<file path="src/rtl/mem_lsu.sv">
// Single-outstanding load/store initiator for a word-addressed data memory with an
// async read port and a posedge write port. Out-of-range addresses are flagged, not aliased.
module mem_lsu #(
  parameter int unsigned p_WORD_LEN    = 16,
  parameter int unsigned p_ADDR_LEN    = 10,
  parameter int unsigned p_CORE_ALEN   = 16,
  parameter int unsigned p_WAIT_CYCLES = 1
) (
  input  logic                   i_clk,
  input  logic                   i_rst_n,
  input  logic                   i_req_valid,
  output logic                   o_req_ready,
  input  logic                   i_req_we,
  input  logic [p_CORE_ALEN-1:0] i_req_addr,
  input  logic [p_WORD_LEN-1:0]  i_req_wdata,
  output logic                   o_resp_valid,
  input  logic                   i_resp_ready,
  output logic [p_WORD_LEN-1:0]  o_resp_rdata,
  output logic                   o_resp_err,
  output logic [p_ADDR_LEN-1:0]  o_mem_addr,
  output logic                   o_mem_wr_en,
  output logic [p_WORD_LEN-1:0]  o_mem_wr_data,
  input  logic [p_WORD_LEN-1:0]  i_mem_rd_data
);

  localparam int unsigned CntW = (p_WAIT_CYCLES > 0) ? $clog2(p_WAIT_CYCLES + 1) : 1;

  typedef enum logic [1:0] {StIdle, StAccess, StResp} state_e;

  state_e                state_q, state_d;
  logic                  we_q, we_d;
  logic                  err_q, err_d;
  logic [CntW-1:0]       cnt_q, cnt_d;
  logic [p_ADDR_LEN-1:0] addr_q, addr_d;
  logic [p_WORD_LEN-1:0] wdata_q, wdata_d;
  logic [p_WORD_LEN-1:0] rdata_q, rdata_d;
  logic                  resp_err_q, resp_err_d;
  logic                  addr_oor;

  // Any set bit above the memory's address lines means the word does not exist.
  if (p_CORE_ALEN > p_ADDR_LEN) begin : g_oor
    assign addr_oor = |i_req_addr[p_CORE_ALEN-1:p_ADDR_LEN];
  end else begin : g_no_oor
    assign addr_oor = 1'b0;
  end

  always_comb begin
    state_d    = state_q;
    we_d       = we_q;
    err_d      = err_q;
    cnt_d      = cnt_q;
    addr_d     = addr_q;
    wdata_d    = wdata_q;
    rdata_d    = rdata_q;
    resp_err_d = resp_err_q;
    unique case (state_q)
      StIdle: begin
        if (i_req_valid) begin
          we_d    = i_req_we;
          addr_d  = i_req_addr[p_ADDR_LEN-1:0];
          wdata_d = i_req_wdata;
          err_d   = addr_oor;
          cnt_d   = CntW'(p_WAIT_CYCLES);
          state_d = StAccess;
        end
      end
      StAccess: begin
        if (cnt_q != '0) begin
          cnt_d = cnt_q - CntW'(1);
        end else begin
          // Read data is captured at the edge that closes the access.
          rdata_d    = (!we_q && !err_q) ? i_mem_rd_data : '0;
          resp_err_d = err_q;
          state_d    = StResp;
        end
      end
      StResp: begin
        if (i_resp_ready) begin
          state_d = StIdle;
        end
      end
      default: state_d = StIdle;
    endcase
  end

  always_ff @(posedge i_clk) begin
    if (!i_rst_n) begin
      state_q    <= StIdle;
      we_q       <= 1'b0;
      err_q      <= 1'b0;
      cnt_q      <= '0;
      addr_q     <= '0;
      wdata_q    <= '0;
      rdata_q    <= '0;
      resp_err_q <= 1'b0;
    end else begin
      state_q    <= state_d;
      we_q       <= we_d;
      err_q      <= err_d;
      cnt_q      <= cnt_d;
      addr_q     <= addr_d;
      wdata_q    <= wdata_d;
      rdata_q    <= rdata_d;
      resp_err_q <= resp_err_d;
    end
  end

  assign o_req_ready   = (state_q == StIdle);
  assign o_resp_valid  = (state_q == StResp);
  assign o_resp_rdata  = rdata_q;
  assign o_resp_err    = resp_err_q;
  assign o_mem_addr    = addr_q;
  assign o_mem_wr_data = wdata_q;
  // Gated on reset so a reset landing in the final access cycle cancels the write.
  assign o_mem_wr_en   = (state_q == StAccess) && (cnt_q == '0) && we_q && !err_q && i_rst_n;

endmodule

</file>
<file path="config.mk">
export PLATFORM = sky130hd
export DESIGN_NAME = mem_lsu
export DESIGN_NICKNAME = d
export VERILOG_FILES = /design/src/rtl/mem_lsu.sv
export SDC_FILE = /design/constraint.sdc
export NUM_CORES = 1
export LEC_CHECK = 0
export CORE_AREA = 2 2 70 72
export DETAILED_ROUTE_END_ITERATION = 10
export DIE_AREA = 0 0 72 74
export PLACE_DENSITY = 0.79
export SLEW_MARGIN = 10
export SYNTH_ARGS = -nofsm -noshare
export SYNTH_HDL_FRONTEND = slang
export SYNTH_SLANG_ARGS = --single-unit
</file>
<file path="constraint.sdc">
create_clock -name i_clk -period 5.9 [get_ports i_clk]
set_clock_uncertainty 0.2 [all_clocks]
set_input_delay 1.77 -clock i_clk [delete_from_list [all_inputs] [get_ports i_clk]]
set_output_delay 1.77 -clock i_clk [all_outputs]
set_load 0.02 [all_outputs]
</file>
==> summary.md, run 1 <==
| Metric | Value |
|---|---|
| Height of the die | `74 um` |
| Worst setup slack after layout | `0.738 ns` |
| Kind of launch point of the worst setup path | `input pin` |
| Total power density per cell area | `246 nW/um^2` |
| GR Overflow Total | `0` |
| Via count | `1737` |
| Number of global-route vias before repair | `1662` |
| Maximum operating frequency | `194 MHz` |
| Number of hold buffers added after cts | `0` |
| Worst slew margin | `25.6%` |
| Area leader, netlist | `sky130_fd_sc_hd__dfxtp_1` |
| Clock tree sinks | `48` |
| Initial core utilization | `40.6%` |
| CTS HTree Levels | `2` |
| Final cycle utilization of the critical path | `87.5%` |
| Standard-cell rows | `25` |
| Type of element capturing the critical path | `output pin` |
| Longest Clk Path Bufs | `2` |
| Number of pins exceeding their max-slew limit in the final report | `0` |
| Post-synthesis net count | `270` |
| Maximum number of pins on one net before global-route repair | `30` |
| Initial DRT Pass Iterations | `4` |
| WL per Instance | `12.6 um` |
| Post-layout power | `0.713 mW` |
| Detailed Route WL | `4560 um` |
| Number of different library cells in the post-synthesis netlist | `25` |
| Post-route antenna net violation count | `0` |
| Layout cell share with drive strength beyond 1 | `3.90%` |
| Proportion of netlist area held by the largest area contributor | `51.5%` |
| Status | `completed` |
| Post CTS Setup Buffer Count | `0` |
| Total clock buffers created by CTS | `5` |
| WHS | `0.252 ns` |
| Post-detailed-route via-to-cell ratio | `4.80` |
| Transition time at the pin with the least slew margin | `1.11 ns` |
| Crit Path Class | `input pin to output pin` |
| Post-detail-place hpwl | `3240 um` |
| Most common cell in the synthesized netlist | `sky130_fd_sc_hd__nand2_1` |
| # Max-Cap Violations | `0` |
| Number of top-level pins | `99` |
| Worst vdd ir | `204 uV` |
| Tmin final | `5.16 ns` |
| GP Congestion | `0.748` |
| # diodes | `0` |
| Leakage Power | `1.04 nW` |
| Mapped Cells | `217` |
| Post-CTS resize count | `0` |
| Clock latency on the worst-skew pair | `0.29 ns` |
| Root buffer cell | `sky130_fd_sc_hd__clkbuf_8` |
| Data required time of the critical path | `3.93 ns` |
| Post-synthesis sequential area ratio | `51.5%` |
| Setup TNS Final | `0 ns` |
| TritonCTS clock tree | `built` |
| Drt initial violations | `81` |
| Antenna violations before repair | `0` |
| Hold Violations, Final | `0` |
| Count of input and output buffers | `98` |
| Number of setup violations in the final report | `0` |
| DRC violations left | `0` |
| Syn-to-layout area delta | `55.3%` |
| Post-Synthesis Cell Area | `1870 um^2` |
| Die Span X | `72 um` |
| Leading register cell type out of synthesis | `sky130_fd_sc_hd__dfxtp_1` |
| Area of all placed cells without fillers | `2900 um^2` |
| Ys async rst share | `0%` |
| Wire length of the first global-routing pass | `7360 um` |
| Hold Path Class | `flip-flop to flip-flop` |
| Number of synthesized flops with an enable pin | `0` |
| Largest fanout on the critical path | `6` |
| Overall routing resource usage | `17.6%` |
| Placement-stage worst setup slack | `0.718 ns` |
| Leading post-synthesis cells by instance count | `sky130_fd_sc_hd__nand2_1, sky130_fd_sc_hd__dfxtp_1, sky130_fd_sc_hd__a21oi_1` |
| Average cell area after synthesis | `8.60 um^2` |
| Unrepaired setup endpoints after global routing | `false` |
| Critical path arrival | `3.19 ns` |
| Placed instance area | `2800 um^2` |
| Overall die area | `5330 um^2` |
| CTS clk-pin slew, worst paths | `0.09 ns` |
| Number of synthesized register bits | `48` |
| Layout Nets | `360` |
| CORE AREA | `4600 um^2` |
| Total number of yosys warnings | `0` |
| Top area cells in the synthesized netlist | `sky130_fd_sc_hd__dfxtp_1, sky130_fd_sc_hd__nand2_1, sky130_fd_sc_hd__a21oi_1, sky130_fd_sc_hd__a21boi_0, sky130_fd_sc_hd__nand3_1` |
## metrics by stage
step           utilization [%]  instances
2_1_floorplan                -        217
3_3_place_gp              61.0        354
3_5_place_dp              61.0        354
4_1_cts                   63.0        362
5_1_grt                   63.0        362
6_report                  63.0        362
## placed cells by master (no fill, tap or decap), types with 3 or more instances in the layout
master	instances
sky130_fd_sc_hd__clkdlybuf4s50_1	98
sky130_fd_sc_hd__nand2_1	73
sky130_fd_sc_hd__dfxtp_1	48
sky130_fd_sc_hd__a21oi_1	23
sky130_fd_sc_hd__nand3_1	16
sky130_fd_sc_hd__a21boi_0	14
sky130_fd_sc_hd__a21boi_1	9
sky130_fd_sc_hd__clkbuf_8	6
sky130_fd_sc_hd__nor2_1	3
## routing by layer
metal  track usage, %  vias up  wire length, um
met3             7.05        7              449
met4             5.66        0               51
met2             31.0       70             2110
met5                0        -                0
met1             19.6      770             1950
li1                 -      890                -
## final cells by class
cell class	instances	area, um^2
Tap cell	54	67.6
Inverter	2	7.51
Clock inverter	2	13.8
Sequential cell	48	961
Clock buffer	6	82.6
Fill cell	422	1700
Timing Repair Buffer	99	988
Multi-Input combinational cell	151	778
## power breakdown
part / total, mW / internal, mW / switching, mW
clock network: 0.204 / 0.0959 / 0.108
registers: 0.357 / 0.344 / 0.0129
logic: 0.152 / 0.0786 / 0.0738
total: 0.713 / 0.518 / 0.195
## final timing paths
path / startpoint / to / slack, ns / cells after the start
worst max register to register: state_q[1] / err_q / 3.89 / 3
worst min register to register: o_resp_rdata[4] / o_resp_rdata[4] / 0.25 / 2
worst max-delay path: i_rst_n / o_mem_wr_en / 0.74 / 4
worst min-delay path: o_resp_rdata[4] / o_resp_rdata[4] / 0.25 / 2
## flip-flops by register name (all words and copies together) (netlist names)
name           flops
o_resp_err         1
we_q               1
state_q            2
err_q              1
o_mem_addr        10
cnt_q              1
o_resp_rdata      16
o_mem_wr_data     16
## cells by family (layout without fill, tap and decap cells)
family	after synthesis	in the layout	share of synthesized area, %
compound gates	49	49	16.4
flops	48	48	51.5
buf+inv	18	109	7.17
mux	1	1	0.536
simple gates	101	101	24.4
## critical path, stage by stage
cell and delay [ns]:
sky130_fd_sc_hd__clkdlybuf4s50_1 0.56, sky130_fd_sc_hd__nand2_1 0.12, sky130_fd_sc_hd__nor3_4 0.11, sky130_fd_sc_hd__clkdlybuf4s50_1 0.63
Note: power is estimated with default switching activity, not from simulation.
==> run 2, diff against run 1 <==
Settings changed: HOLD_SLACK_MARGIN set to 0.12.
==> results of run 2 <==
No change in the layout: final DEF, timing and power equal those of run 1.
==> patch: new RTL, config.mk and constraints of run 2 <==
The 3 states of `state_e` get a one-hot encoding in 3 bits.
--- a/src/rtl/mem_lsu.sv
+++ b/src/rtl/mem_lsu.sv
@@ -26,5 +26,5 @@
   localparam int unsigned CntW = (p_WAIT_CYCLES > 0) ? $clog2(p_WAIT_CYCLES + 1) : 1;
 
-  typedef enum logic [1:0] {StIdle, StAccess, StResp} state_e;
+  typedef enum logic [2:0] {StIdle = 3'b001, StAccess = 3'b010, StResp = 3'b100} state_e;
 
   state_e                state_q, state_d;
Behaviour: same outputs for any inputs over 10 cycles, from zero or initial values and one cycle with i_rst_n low; not proved beyond that.
==> patch against run 2 <==
- register-to-register slack worse by 0.16 ns
- die area unchanged
- count of clock-buffer cells in the layout up 1
- non-clock buffer count up 1
- total power up 1.2%
- sequential cell count up 1
- wire length down 4.2%
- synthesized area down 2.2%
- via count down 5.6%
- cell count down 6.9%
- cell area up 1.2%
- setup slack worse by 0.061 ns
==> patch: results (changes against run 2) <==
metric,value,unit,change
run status,completed,,
Global Route met2 Usage,0.2809,,-0.02881
GR Util All Layers,0.1696,,-0.006240
cell types occupying the most area after synthesis,"sky130_fd_sc_hd__dfxtp_1 54%, sky130_fd_sc_hd__a21boi_0 12%, sky130_fd_sc_hd__nand2_1 11%, sky130_fd_sc_hd__a22o_2 5.5%, sky130_fd_sc_hd__a22o_1 2.9%",,
synthesized instance count,189,,-13%
delay of the slowest critical-path stage,0.67,ns,+0.04 ns
commonest cells in the synthesized netlist,"55 x sky130_fd_sc_hd__nand2_1, 49 x sky130_fd_sc_hd__dfxtp_1, 28 x sky130_fd_sc_hd__a21boi_0",,
worst rel slew slack,0.2635,,+0.007222
worst ir drop on vdd,0.0001226,V,-40%
number of clock buffer instances in the layout,7,,+1
met1 routed wirelength after detailed routing,1995,um,+2.6%
end point of the most critical hold path,o_mem_addr[0],,
M3 GR Usage,0.06640,,-0.004065
FF/Latch Area,980.9,um2,+2.1%
mux contribution to synthesized area,0.005483,,+0.0001213
number of ordinary and repair buffers in the finished layout,100,,+1.0%
count of multi-input combinational gates,124,,-18%
start point of the worst hold path,o_mem_addr[0],,
end-of-flow core utilization,0.6381,,+0.007619
Final GP Congestion,0.6963,,-6.9%
total number of sequential cells,49,,+2.1%
final-stage net count,335,,-6.9%
worst hold-check slack,0.2631,ns,+0.01063 ns
syn nets,242,,-10%
count of unique library cells instantiated by Yosys,28,,+12%
Reg2Reg Setup Slack,3.73,ns,-0.16 ns
R2R Path End,o_resp_rdata[6],,
number of filler cells placed in the layout,407,,-3.6%
vias after detailed routing,1639,,-5.6%
Global Route met1 Usage,0.2037,,+0.007791
Final non-clock buffer share,0.3394,,-0.001512
Post-Place Setup Slack,0.6918,ns,-0.02620 ns
fraction of the mapped netlist area in compound gates,0.2186,,+0.05443
pin count of the biggest net entering global routing,34,,+13%
Placed Cells,329,,-7.1%
first-pass GRT wire length,7031,um,-4.4%
switching power summed over all nets,168.9,uW,-13%
standby leakage power,1.066,nW,+2.8%
patch: cell types whose count changed after synthesis, sizes merged, moves of 2 or more:
| cell | delta |
|---|---|
| nor2 | -2 |
| nand3b | +2 |
| a21oi | -22 |
| nand3 | -16 |
| a22o | +16 |
| o31ai | +2 |
| buf | -8 |
| a21boi | +5 |
| nor2b | +3 |
| nand2 | -18 |
| nor4 | +2 |
| clkbuf | +6 |
patch: worst reg2reg max path, delay by kind of cell, from the launching register on:
| kind | cells | cell delay, ns |
|---|---|---|
| AO/OA/AOI/OAI | 1 | 0.26 |
| AND/OR/NAND/NOR | 2 | 1.18 |
| flip-flops | 1 | 0.47 |
patch: power by group through the flow:
stage / combinational, mW / sequential [mW] / clock, mW
after floorplan: 0.0390 / 0.379 / 0
after global placement: 0.122 / 0.364 / 0
after detailed placement: 0.123 / 0.365 / 0
after CTS: 0.124 / 0.357 / 0.249
after global routing: 0.134 / 0.360 / 0.264
final: 0.123 / 0.357 / 0.242
